==> config.mk <==
export PLATFORM = sky130hd
export DESIGN_NAME = ipml_prefetch_fifo_downsizer_v1_0
export DESIGN_NICKNAME = d
export VERILOG_FILES = /design/src/rtl/ipml_prefetch_fifo_downsizer_v1_0.sv
export SDC_FILE = /design/constraint.sdc
export NUM_CORES = 1
export LEC_CHECK = 0
export ABC_AREA = 1
export CORE_MARGIN = 2
export CORE_UTILIZATION = 35
export DETAILED_ROUTE_END_ITERATION = 8
export GPL_ROUTABILITY_DRIVEN = 0
export PLACE_DENSITY = 0.64
export SETUP_SLACK_MARGIN = 0.15
export SYNTH_ARGS = -nofsm -noshare
export SYNTH_HDL_FRONTEND = slang
export SYNTH_SLANG_ARGS = --single-unit
export TNS_END_PERCENT = 10
==> constraint.sdc <==
create_clock -name clk -period 2.1 [get_ports clk]
set_clock_uncertainty 0.2 [all_clocks]
set_input_delay 0.42 -clock clk [delete_from_list [all_inputs] [get_ports clk]]
set_output_delay 0.42 -clock clk [all_outputs]
set_load 0.01 [all_outputs]
==> src/rtl/ipml_prefetch_fifo_downsizer_v1_0.sv <==
// ---------------------------------------------------------------------------
// ipml_prefetch_fifo_downsizer_v1_0
//   Width-reducing stage placed directly after the prefetch FIFO read port.
//   It takes one IN_W-bit word per valid/ready transfer and replays it as
//   RATIO consecutive OUT_W-bit slices. With back-to-back words it sustains
//   one slice per clock, and the FIFO is polled only once per word.
//
// Ports
//   clk       in   single clock
//   rst_n     in   asynchronous active-low reset
//   in_data   in   [IN_W]   word from FIFO rd_data
//   in_vld    in   word valid (FIFO rd_vld)
//   in_rdy    out  word accepted when in_vld & in_rdy (drives FIFO rd_en)
//   out_data  out  [OUT_W]  current slice
//   out_vld   out  slice valid
//   out_rdy   in   downstream accepts slice when out_vld & out_rdy
//   out_last  out  current slice is the final slice of its word
//   flush     in   synchronous discard of the held word
//   busy      out  a word is held (same as out_vld)
// ---------------------------------------------------------------------------
module ipml_prefetch_fifo_downsizer_v1_0 #(
    parameter int IN_W      = 32,
    parameter int RATIO     = 4,
    parameter int LSB_FIRST = 1
) (
    input  logic                    clk,
    input  logic                    rst_n,
    input  logic [IN_W-1:0]         in_data,
    input  logic                    in_vld,
    output logic                    in_rdy,
    output logic [IN_W/RATIO-1:0]   out_data,
    output logic                    out_vld,
    input  logic                    out_rdy,
    output logic                    out_last,
    input  logic                    flush,
    output logic                    busy
);

    localparam int OUT_W = IN_W / RATIO;
    localparam int IDX_W = (RATIO > 1) ? $clog2(RATIO) : 1;
    localparam logic [IDX_W-1:0] IDX_LAST = IDX_W'(RATIO - 1);

    logic [IN_W-1:0]  hold_q, hold_d;
    logic             hold_vld_q, hold_vld_d;
    logic [IDX_W-1:0] idx_q, idx_d;

    logic             last;
    logic             load;
    logic             accept;
    logic [IDX_W-1:0] sel;

    assign last     = (idx_q == IDX_LAST);

    // A new word is taken when the holder is empty or its last slice is
    // leaving this cycle; that overlap is what removes the bubble between
    // words. Never depends on in_vld, so there is no loop through the FIFO.
    assign in_rdy   = ~flush & (~hold_vld_q | (out_rdy & last));
    assign load     = in_vld & in_rdy;
    assign accept   = hold_vld_q & out_rdy;

    assign out_vld  = hold_vld_q;
    assign busy     = hold_vld_q;
    assign out_last = hold_vld_q & last;

    // Slice order: idx counts emitted slices; map it to a physical slice.
    assign sel = (LSB_FIRST != 0) ? idx_q : (IDX_LAST - idx_q);

    always_comb begin
        out_data = '0;
        for (int i = 0; i < RATIO; i++) begin
            if (sel == IDX_W'(i)) out_data = hold_q[i*OUT_W +: OUT_W];
        end
    end

    always_comb begin
        hold_d     = hold_q;
        hold_vld_d = hold_vld_q;
        idx_d      = idx_q;
        if (flush) begin
            // Drop the rest of the word; in_rdy is low so nothing loads.
            hold_vld_d = 1'b0;
            idx_d      = '0;
        end else if (load) begin
            hold_d     = in_data;
            hold_vld_d = 1'b1;
            idx_d      = '0;
        end else if (accept) begin
            if (last) begin
                hold_vld_d = 1'b0;
                idx_d      = '0;
            end else begin
                idx_d      = idx_q + IDX_W'(1);
            end
        end
    end

    always_ff @(posedge clk or negedge rst_n) begin
        if (!rst_n) begin
            hold_q     <= '0;
            hold_vld_q <= 1'b0;
            idx_q      <= '0;
        end else begin
            hold_q     <= hold_d;
            hold_vld_q <= hold_vld_d;
            idx_q      <= idx_d;
        end
    end

endmodule

==> results.sh <==
export IMPL_io_buffer_count=48
export IMPL_area_delta_synth_final_pct=41.8
export IMPL_die_x_um=77.1
export IMPL_layout_drive_gt1_share_pct=24.1
export IMPL_hp_class="flip-flop to flip-flop"
export IMPL_antenna_found_initial=0
export IMPL_finalWorstSetupSlack_ns=-0.0909
export IMPL_dp_cells=361
export IMPL_antennaDiodeCount=0
export IMPL_tritoncts="yes"
export IMPL_grt_pass1_wl_um=8360
export IMPL_synthesis_area_per_instance_um2=7.67
export IMPL_via_per_inst=4.75
export IMPL_layout_nets=341
export IMPL_violations="setup timing"
export IMPL_wl_per_cell_um=13.2
export IMPL_ff2ff_path_depth=9
export IMPL_stdcell_count=369
export IMPL_leakagePower_nw=1.35
export IMPL_cts_sinks=35
export IMPL_synth_area_leaders="dfrtp_1 47%, nand2_1 22%, nand4_1 11%"
export IMPL_cp_startpoint="idx_q[1]$_DFFE_PN0P_"
export IMPL_cp_max_fo=8
export IMPL_first_iter_violations=104
export IMPL_dieArea_um2=5950
export IMPL_hold_ws_ns=0.272
export IMPL_rsz0062_at_grt="yes"
export IMPL_required_ns=1.48
export IMPL_initial_core_util_pct=36.4
export IMPL_worstSetupEndpointType="output pin"
export IMPL_insertion_delay_ns=0.28
export IMPL_netlist_instances=244
export IMPL_gr_total_overflow=0
export IMPL_root_buffer="clkbuf_8"
export IMPL_power_density_nw_per_um2=642
export IMPL_wl_um=4890
export IMPL_path_class="flip-flop to output pin"
export IMPL_drv_cap=0
export IMPL_clk_pin_slew_ns=0.07
export IMPL_synth_top_cell_by_area="dfrtp_1"
export IMPL_drv_slew=0
export IMPL_io_pins=49
export IMPL_synth_seq_area_share_pct=46.8
export IMPL_core_area_um2=5140
export IMPL_synth_top_area_share_pct=46.8
export IMPL_hold_path_startpoint="hold_q[16]$_DFFE_PN0P_"
export IMPL_num_vias=1751
export IMPL_syn_nets=285
export IMPL_fill_cells=540
export IMPL_hpwl_um=3470
export IMPL_drtAntennaViolNets=0
export IMPL_grt_pass1_vias=1787
export IMPL_clk_path_buf_depth=2
export IMPL_grt_max_degree=36
export IMPL_drc_errors=0
export IMPL_htree_levels=2
export IMPL_max_freq_mhz=456
export IMPL_min_path_cells=2
export IMPL_yosys_warnings=0
export IMPL_relSlewSlack_pct=70.6
export IMPL_min_period_ns=2.19
export IMPL_timing_rr_start="idx_q[0]$_DFFE_PN0P_"
export IMPL_globalRouteTotalUtil_pct=17.5
export IMPL_synth_cell_type_count=18
export IMPL_status="finished with violations"
export IMPL_arrival_ns=1.57
export IMPL_fp_row_count=26
export IMPL_ys_ff_latch=35
export IMPL_synth_cell_area_um2=1870
export IMPL_drt_first_pass_iters=4
export IMPL_cts_buffers=5
export IMPL_dieHeight_um=77.1
export IMPL_setup_viol=8
export IMPL_hold_viol=0
export IMPL_max_vdd_ir_drop_mv=0.301
export IMPL_worst_pin_slew_ns=0.441
export IMPL_startpoint_type="flip-flop"
export IMPL_finalCritPeriodShare_pct=104
## layer usage
metal  track usage (%)  wire length [µm]
met5                 0                 0
met4              5.36                53
met3              4.00               260
met2              29.6              2350
met1              22.3              2220
## worst paths after layout
| path | to | slack (ns) |
|---|---|---|
| max in group asynchronous | idx_q[1]$_DFFE_PN0P_ | 1.01 |
| min | hold_q[16]$_DFFE_PN0P_ | 0.27 |
| max | out_data[6] | -0.09 |
| min reg2reg | hold_q[16]$_DFFE_PN0P_ | 0.27 |
| min in group asynchronous | hold_q[24]$_DFFE_PN0P_ | 0.35 |
| max reg2reg | hold_q[6]$_DFFE_PN0P_ | 0.12 |
## registers in the layout (all words and copies together) (netlist names)
signal	flops
hold_q	32
idx_q	2
busy	1
## layout by cell type (no fill, tap or decap), drive strengths merged, types with 4 or more instances in the layout
master and n:
nand4 32, nor2 5, a21oi 19, nand2 112, inv 16, ha 4
buf 30, clkbuf 6, dfrtp 35, clkdlybuf4s50 36
## Yosys cell counts (all sizes together)
library cell    n
nand2         112
dfrtp          35
nand4          32
a21oi          19
inv            16
buf            13
clkbuf          6
nor2            5
ha              4
nand3           2
## through the flow
step | setup TNS (ns) | worst slack [ns] | total power (W) | area (µm²) | util, %
floorplan | 0 | 0.213 | 0.00105 | 1870 | -
global placement | -1.74 | -0.192 | 0.00127 | 2480 | 48.3
detailed placement | -1.96 | -0.206 | 0.00128 | 2480 | 48.3
CTS | -0.409 | -0.0689 | 0.00170 | 2590 | 50.3
global route | -1.52 | -0.197 | 0.00182 | 2660 | 51.7
finish | -0.648 | -0.0909 | 0.00170 | 2660 | 51.7
## power by group
group	internal (W)	total, W	switching, W
Combinational	0.000193	0.000419	0.000226
Clock	0.000221	0.000439	0.000218
Sequential	0.000777	0.000846	0.0000690
Total	0.00119	0.00170	0.000513
## kinds of logic after synthesis
logic type | after synthesis | share of synthesized area, %
adder cells (fa/ha/maj) | 4 | 2.67
AO/OA/AOI/OAI | 19 | 5.08
AND/OR/NAND/NOR | 151 | 36.0
buffers and inverters | 35 | 9.42
flip-flops | 35 | 46.8
## area by class of cell
cell class	instances	area (µm²)	share of cell area, %
clock buffer	6	72.6	2.73
tap	70	87.6	3.30
multi-input combinational	174	917	34.5
inverter	16	60.1	2.26
timing repair buffer	68	639	24.1
sequential	35	878	33.1
## what timing repair did
item,CTS,global route
endpoints found under the setup margin,46,46
hold buffers,0,0
setup buffers,2,0
resized for setup,61,23
pin swaps,1,17
## critical path, stage by stage (launching register included)
cell and delay [ns]:
dfrtp_2 0.44, inv_2 0.09, ha_4 0.13, inv_2 0.03, nor2_2 0.10, buf_6 0.14
nand2_1 0.05, nand2_1 0.06, nand2_1 0.06, nand2_1 0.05, buf_2 0.12
(Power assumes the default switching activity.)
